`src/rtl/micro_sequencer_pkg.sv`:
```
// ----------------------------------------------------------------------------
// micro_sequencer_pkg
// Definitions shared by the instruction decoder and the micro sequencer:
//   - phase (state) encodings
//   - microinstruction control-bit indices and operand field ranges
//   - PCSrc encodings
// ----------------------------------------------------------------------------
package micro_sequencer_pkg;

    // Phase encodings as seen on the State output.
    typedef enum logic [2:0] {
        ST_IF   = 3'd0,
        ST_ID   = 3'd1,
        ST_EXE  = 3'd2,
        ST_MEM  = 3'd3,
        ST_WB   = 3'd4,
        ST_HALT = 3'd5
    } state_e;

    // PC source selection.
    localparam logic [1:0] PCSRC_SEQ    = 2'b00;  // PC + 4
    localparam logic [1:0] PCSRC_BRANCH = 2'b01;  // branch target
    localparam logic [1:0] PCSRC_JUMP   = 2'b10;  // jump target

    // Phase-selection bits.
    localparam int UI_ALU_USE   = 31;
    localparam int UI_MEM_ACC   = 30;
    localparam int UI_WB_USE    = 29;

    // Operand fields (consumed by the datapath, not by the sequencer).
    localparam int UI_ALUOP_HI  = 28;
    localparam int UI_ALUOP_LO  = 25;
    localparam int UI_RS_HI     = 24;
    localparam int UI_RS_LO     = 20;
    localparam int UI_RT_HI     = 19;
    localparam int UI_RT_LO     = 15;
    localparam int UI_RD_HI     = 14;
    localparam int UI_RD_LO     = 10;

    // Control bits.
    localparam int UI_ALUB_REG  = 0;
    localparam int UI_IMM       = 1;
    localparam int UI_REG_WRITE = 2;
    localparam int UI_MEM2REG   = 3;
    localparam int UI_MEM_WRITE = 4;
    localparam int UI_MEM_READ  = 5;
    localparam int UI_JUMP      = 6;
    localparam int UI_BRANCH    = 7;
    localparam int UI_HALT      = 8;

    // Extract the ALU opcode field of a microinstruction.
    function automatic logic [3:0] ui_alu_op(input logic [31:0] ui);
        return ui[UI_ALUOP_HI:UI_ALUOP_LO];
    endfunction

endpackage

```
`src/rtl/micro_sequencer_next_state.sv`:
```
// ----------------------------------------------------------------------------
// micro_next_state
// Combinational next-phase and datapath-strobe logic of the micro sequencer.
// Ports:
//   state_i          current phase register
//   reset_i          synchronous reset; forces every strobe inactive
//   micro_instruct_i live microinstruction (decoded only in ID)
//   uq_i             latched microinstruction (decoded in EXE/MEM/WB)
//   branch_taken_i   datapath branch condition (EXE)
//   next_state_o     phase to enter on the next edge
//   retire_o         the current phase completes an instruction
//   *_o strobes      datapath controls, see top-level header
// ----------------------------------------------------------------------------
module micro_next_state
    import micro_sequencer_pkg::*;
(
    input  logic [2:0]  state_i,
    input  logic        reset_i,
    input  logic [31:0] micro_instruct_i,
    input  logic [31:0] uq_i,
    input  logic        branch_taken_i,
    output logic [2:0]  next_state_o,
    output logic        retire_o,
    output logic        ir_write_o,
    output logic        pc_write_o,
    output logic [1:0]  pc_src_o,
    output logic        alu_out_write_o,
    output logic        mem_read_o,
    output logic        mem_write_o,
    output logic        reg_write_o,
    output logic        mem_to_reg_o,
    output logic        halted_o
);

    // Operand fields and unused control bits are the datapath's business.
    logic unused_fields_s;
    assign unused_fields_s = ^{micro_instruct_i[30:9], micro_instruct_i[7],
                               micro_instruct_i[5:0], uq_i[31], uq_i[28:8],
                               uq_i[6], uq_i[1:0]};

    // Next-phase selection and retire detection.
    always_comb begin
        next_state_o = ST_IF;
        retire_o     = 1'b0;
        case (state_i)
            ST_IF: begin
                next_state_o = ST_ID;
            end
            ST_ID: begin
                // Halt has priority over jump; halt is never counted.
                if (micro_instruct_i[UI_HALT]) begin
                    next_state_o = ST_HALT;
                end else if (micro_instruct_i[UI_JUMP]) begin
                    retire_o = 1'b1;
                end else if (micro_instruct_i[UI_ALU_USE]) begin
                    next_state_o = ST_EXE;
                end else begin
                    // All-zero or unrecognised word retires as a nop.
                    retire_o = 1'b1;
                end
            end
            ST_EXE: begin
                if (uq_i[UI_BRANCH]) begin
                    retire_o = 1'b1;
                end else if (uq_i[UI_MEM_ACC]) begin
                    next_state_o = ST_MEM;
                end else if (uq_i[UI_WB_USE]) begin
                    next_state_o = ST_WB;
                end else begin
                    retire_o = 1'b1;
                end
            end
            ST_MEM: begin
                if (uq_i[UI_MEM_WRITE]) begin
                    retire_o = 1'b1;
                end else if (uq_i[UI_MEM_READ]) begin
                    next_state_o = ST_WB;
                end else begin
                    retire_o = 1'b1;
                end
            end
            ST_WB: begin
                retire_o = 1'b1;
            end
            ST_HALT: begin
                next_state_o = ST_HALT;
            end
            default: begin
                // Encodings 6 and 7 recover to IF.
                next_state_o = ST_IF;
            end
        endcase
    end

    // Per-phase datapath strobes; all inactive while reset is held.
    always_comb begin
        ir_write_o      = 1'b0;
        pc_write_o      = 1'b0;
        pc_src_o        = PCSRC_SEQ;
        alu_out_write_o = 1'b0;
        mem_read_o      = 1'b0;
        mem_write_o     = 1'b0;
        reg_write_o     = 1'b0;
        mem_to_reg_o    = 1'b0;
        halted_o        = 1'b0;
        if (reset_i) begin
            halted_o = 1'b0;
        end else begin
            case (state_i)
                ST_IF: begin
                    ir_write_o = 1'b1;
                    pc_write_o = 1'b1;
                    pc_src_o   = PCSRC_SEQ;
                end
                ST_ID: begin
                    // A halt word must not move the PC even if jump is set.
                    if (!micro_instruct_i[UI_HALT] && micro_instruct_i[UI_JUMP]) begin
                        pc_write_o = 1'b1;
                        pc_src_o   = PCSRC_JUMP;
                    end else begin
                        pc_write_o = 1'b0;
                    end
                end
                ST_EXE: begin
                    alu_out_write_o = 1'b1;
                    if (uq_i[UI_BRANCH]) begin
                        pc_write_o = branch_taken_i;
                        pc_src_o   = PCSRC_BRANCH;
                    end else begin
                        pc_write_o = 1'b0;
                    end
                end
                ST_MEM: begin
                    if (uq_i[UI_MEM_WRITE]) begin
                        mem_write_o = 1'b1;
                    end else if (uq_i[UI_MEM_READ]) begin
                        mem_read_o = 1'b1;
                    end else begin
                        mem_write_o = 1'b0;
                    end
                end
                ST_WB: begin
                    reg_write_o  = uq_i[UI_REG_WRITE];
                    mem_to_reg_o = uq_i[UI_MEM2REG];
                end
                ST_HALT: begin
                    halted_o = 1'b1;
                end
                default: begin
                    halted_o = 1'b0;
                end
            endcase
        end
    end

endmodule

```
`src/rtl/micro_sequencer.sv`:
```
// ----------------------------------------------------------------------------
// micro_sequencer
// Multi-cycle phase sequencer (IF/ID/EXE/MEM/WB/HALT) between the decoder and
// the datapath. Holds the phase register, the latched microinstruction and
// the saturating retired-instruction counter.
// Ports:
//   CLK, Reset            clock, synchronous active-high reset
//   MicroInstruct         decoded microinstruction (sampled in ID)
//   BranchTaken           branch condition (EXE)
//   State                 current phase (IF=0 .. HALT=5)
//   IRWrite, PCWrite      instruction register / PC load
//   PCSrc                 00 PC+4, 01 branch, 10 jump
//   ALUOutWrite           ALU result latch
//   MemRead, MemWrite     data memory strobes
//   RegWrite, MemToReg    register write-back and its source
//   Halted                high in HALT
//   InstrCount            retired instructions, saturating
// ----------------------------------------------------------------------------
module micro_sequencer
    import micro_sequencer_pkg::*;
#(
    parameter int COUNT_W = 16
) (
    input  logic               CLK,
    input  logic               Reset,
    input  logic [31:0]        MicroInstruct,
    input  logic               BranchTaken,
    output logic [2:0]         State,
    output logic               IRWrite,
    output logic               PCWrite,
    output logic [1:0]         PCSrc,
    output logic               ALUOutWrite,
    output logic               MemRead,
    output logic               MemWrite,
    output logic               RegWrite,
    output logic               MemToReg,
    output logic               Halted,
    output logic [COUNT_W-1:0] InstrCount
);

    localparam logic [COUNT_W-1:0] COUNT_MAX = {COUNT_W{1'b1}};
    localparam logic [COUNT_W-1:0] COUNT_ONE = {{(COUNT_W-1){1'b0}}, 1'b1};

    logic [2:0]         state_q;
    logic [2:0]         state_d;
    logic [31:0]        uq_q;
    logic [31:0]        uq_d;
    logic [COUNT_W-1:0] count_q;
    logic [COUNT_W-1:0] count_d;
    logic               retire_s;

    micro_next_state u_next_state (
        .state_i          (state_q),
        .reset_i          (Reset),
        .micro_instruct_i (MicroInstruct),
        .uq_i             (uq_q),
        .branch_taken_i   (BranchTaken),
        .next_state_o     (state_d),
        .retire_o         (retire_s),
        .ir_write_o       (IRWrite),
        .pc_write_o       (PCWrite),
        .pc_src_o         (PCSrc),
        .alu_out_write_o  (ALUOutWrite),
        .mem_read_o       (MemRead),
        .mem_write_o      (MemWrite),
        .reg_write_o      (RegWrite),
        .mem_to_reg_o     (MemToReg),
        .halted_o         (Halted)
    );

    // Latch the microinstruction when leaving ID; later phases decode only uq.
    always_comb begin
        if (state_q == ST_ID) begin
            uq_d = MicroInstruct;
        end else begin
            uq_d = uq_q;
        end
    end

    // Saturating retire counter.
    always_comb begin
        if (retire_s && (count_q != COUNT_MAX)) begin
            count_d = count_q + COUNT_ONE;
        end else begin
            count_d = count_q;
        end
    end

    // State, latched microinstruction and counter registers.
    always_ff @(posedge CLK) begin
        if (Reset) begin
            state_q <= ST_IF;
            uq_q    <= 32'h0000_0000;
            count_q <= {COUNT_W{1'b0}};
        end else begin
            state_q <= state_d;
            uq_q    <= uq_d;
            count_q <= count_d;
        end
    end

    assign State      = state_q;
    assign InstrCount = count_q;

endmodule

```
`config.mk`:
```
export PLATFORM = sky130hd
export DESIGN_NAME = micro_sequencer
export DESIGN_NICKNAME = d
export VERILOG_FILES = /design/src/rtl/micro_sequencer_pkg.sv /design/src/rtl/micro_sequencer_next_state.sv /design/src/rtl/micro_sequencer.sv
export SDC_FILE = /design/constraint.sdc
export NUM_CORES = 1
export LEC_CHECK = 0
export BUFFER_PORTS_ARGS = -buffer_cell sky130_fd_sc_hd__buf_2
export CAP_MARGIN = 10
export CORE_UTILIZATION = 40
export CTS_CLUSTER_DIAMETER = 30
export DETAILED_ROUTE_END_ITERATION = 8
export MAX_ROUTING_LAYER = met4
export PLACE_DENSITY = 0.67
export SETUP_SLACK_MARGIN = 0.15
export SLEW_MARGIN = 5
export SYNTH_ARGS = -nofsm -noshare
export SYNTH_HDL_FRONTEND = slang
export SYNTH_SLANG_ARGS = --single-unit
```
`constraint.sdc`:
```
create_clock -name CLK -period 2.8 [get_ports CLK]
set_clock_uncertainty 0.1 [all_clocks]
set_input_delay 0.56 -clock CLK [delete_from_list [all_inputs] [get_ports CLK]]
set_output_delay 0.56 -clock CLK [all_outputs]
set_load 0.02 [all_outputs]
```
==> flow_summary.json <==
{
  "ys_seq_area_frac": 0.356,
  "postPlaceCellArea_sq_um": 1690,
  "die_width_um": 62.5,
  "portBuffers": 41,
  "grt_pass1_vias": 1237,
  "path_class": "flip-flop to output port",
  "max_slew_margin": 0.669,
  "peakVddDrop_mv": 0.160,
  "drc": 0,
  "dr.pass1.iters": 4,
  "drtIter0Drc": 61,
  "clkSinkCount": 26,
  "synth_commonest_cells": "26 x dfxtp_1, 18 x nand2_1, 14 x a21oi_1, 14 x nor2_1, 14 x o21ai_0",
  "regToRegSetupSlack_ns": 0.50,
  "routed-via-count": 1407,
  "cp_data_arrival_time_ns": 1.76,
  "power_density_nw_per_um2": 399,
  "cts_tree": "yes",
  "clock_path_buffers": 2,
  "ys_warn_count": 0,
  "p_comb_frac": 0.135,
  "initial_core_util": 0.428,
  "cts_buffers": 3,
  "cp.required_ns": 2.14,
  "p_sw_frac": 0.279,
  "syn_inst": 182,
  "cap_violations": 0,
  "sequentialPowerShare": 0.578,
  "worst_r2r_path_depth": 6,
  "yosysMostFrequentCell": "dfxtp_1",
  "final_area_sq_um": 1730,
  "status": "complete, no violations",
  "synth_edf_count": 0,
  "reg2reg_from": "InstrCount[0]",
  "tns_ns": 0,
  "rsz0062_at_grt": "no",
  "clkTransAtPathRegs_ns": 0.14,
  "fin_crit_ns": 2.42,
  "path_cells": "inv_1 -> nand2_1 -> buf_4 -> nor4b_2 -> a211o_1 -> buf_2",
  "p_switching_uw": 192,
  "min_path_type": "input port to flip-flop",
  "htreeDepth": 1,
  "drive_gt1_frac": 0.286,
  "min_delay_path_depth": 3,
  "min_from": "MicroInstruct[30]",
  "startpoint_type": "flip-flop",
  "setup_violations": 0,
  "p_total_uw": 689,
  "postCtsSetupBuffers": 0,
  "internal_power_uw": 497,
  "ant_nets": 0,
  "drv_slew": 0,
  "ys.flop_type": "dfxtp_1",
  "grt_remaining_overflow": 0,
  "max_stage_delay_ns": 0.61,
  "wl_per_cell_um": 12.4,
  "end_kind": "output port",
  "vias_per_cell": 5.35,
  "std_cell_rows": 21,
  "antenna_found_initial": 0,
  "fill_cells": 368,
  "synth_area_sq_um": 1460,
  "synth_seq_cells": 26,
  "die_y_um": 62.5,
  "slowest_stage": "dfxtp_1",
  "ys_types": 44,
  "synth_top_cell_area_share": 0.356,
  "fin_nets": 254,
  "core_area_sq_um": 3420,
  "root_buffer": "clkbuf_4",
  "num_io_pins": 64,
  "syn_area_per_cell_sq_um": 8.04,
  "holdPathEnd": "uq_q[30]",
  "syn_nets": 218,
  "grt_pass1_wl_um": 5630,
  "synth_area_leader_cell": "dfxtp_1",
  "die-area_sq_um": 3900,
  "grt_max_degree": 32,
  "worst_slew_pin_slew_ns": 0.493,
  "reg2reg_to": "InstrCount[9]",
  "fmax_ghz": 0.412,
  "hold_viol": 0,
  "synth.area.top_cells": "dfxtp_1 36%, a21oi_1 4.8%, o21ai_0 4.8%, nand2_1 4.6%, nor2_1 3.6%",
  "track_usage": 0.184,
  "p_clk_frac": 0.287,
  "p_leak_uw": 0.000704,
  "async_reset_ff_frac": 0,
  "period_share": 0.866,
  "path_max_fanout": 13,
  "gp_congestion": 0.757,
  "antennaDiodeCount": 0,
  "area_growth_pct": 18.1,
  "post-route-util": 0.506,
  "dp_hpwl_um": 2270,
  "wirelength_um": 3250,
  "clock_latency_ns": 0.33
}
-- routing by layer --
layer	up-vias	wire, um	GRT usage
met4	0	54	0.0698
met2	25	1370	0.276
met1	639	1720	0.247
met3	5	103	0.0274
met5	-	0	-
li1	738	-	-
-- power by group through the flow --
stage          Combinational (uW)  Clock [uW]  Sequential (uW)
3_5_place_dp                 93.9           0              406
2_1_floorplan                70.0           0              402
4_1_cts                      94.0         206              398
3_3_place_gp                 93.4           0              406
5_1_grt                       107         223              401
6_report                     93.2         198              398
-- critical path, delay by kind of cell (launching register included) --
kind | cells | cell delay, ns
AND/OR/NAND/NOR | 2 | 0.14
flip-flops | 1 | 0.61
AO/OA/AOI/OAI | 1 | 0.25
buffers and inverters | 3 | 0.43
-- how the worst max path moves through the flow --
stage,to,cells after the start,from
2_1_floorplan,PCWrite,5,Reset
3_3_place_gp,InstrCount[5],6,MicroInstruct[8]
3_5_place_dp,InstrCount[5],6,MicroInstruct[8]
4_1_cts,PCWrite,5,State[2]
5_1_grt,PCWrite,5,State[0]
6_report,PCWrite,6,State[1]
-- cell usage in the layout (no fill, tap or decap), types with 7 or more instances in the layout --
cell type | Yosys | final
buf_2 | 3 | 41
dfxtp_1 | 26 | 25
nand2_1 | 18 | 18
nor2_1 | 14 | 14
o21ai_0 | 14 | 14
a21oi_1 | 14 | 14
nor3_1 | 8 | 8
nand3_1 | 7 | 7
nor2b_1 | 7 | 7
-- registers in the layout (all words and copies together), names as in the netlist --
| signal | count |
|---|---|
| InstrCount | 16 |
| uq_q | 7 |
| State | 3 |
-- layout make-up --
type / instances / area, sq um / area share
Multi-Input combinational cell: 139 / 873 / 0.505
Timing Repair Buffer: 43 / 220 / 0.127
Clock buffer: 4 / 36.3 / 0.0210
Inverter: 5 / 18.8 / 0.0109
Sequential cell: 26 / 522 / 0.302
Tap cell: 46 / 57.6 / 0.0333
-- through the flow --
| stage | hold WS, ns | instances | worst slack, ns |
|---|---|---|---|
| 2_1_floorplan | 0.349 | 182 | 0.179 |
| 6_report | 0.351 | 263 | 0.375 |
| 3_3_place_gp | 0.365 | 259 | 0.385 |
| 4_1_cts | 0.334 | 263 | 0.215 |
| 3_5_place_dp | 0.363 | 259 | 0.379 |
| 5_1_grt | 0.347 | 263 | 0.224 |
-- logic make-up after synthesis --
group           share of synthesized area
simple gates                        0.352
mux                                0.0505
fa+ha+maj                         0.00855
buf+inv                            0.0513
flops                               0.356
compound gates                      0.182
-- repair_timing --
action / 4_1_cts / 5_1_grt
endpoints found under the setup margin: 0 / 3
gates resized for setup: 0 / 1
hold buffers: 0 / 0
No activity file was read; power rests on OpenSTA's default activity.
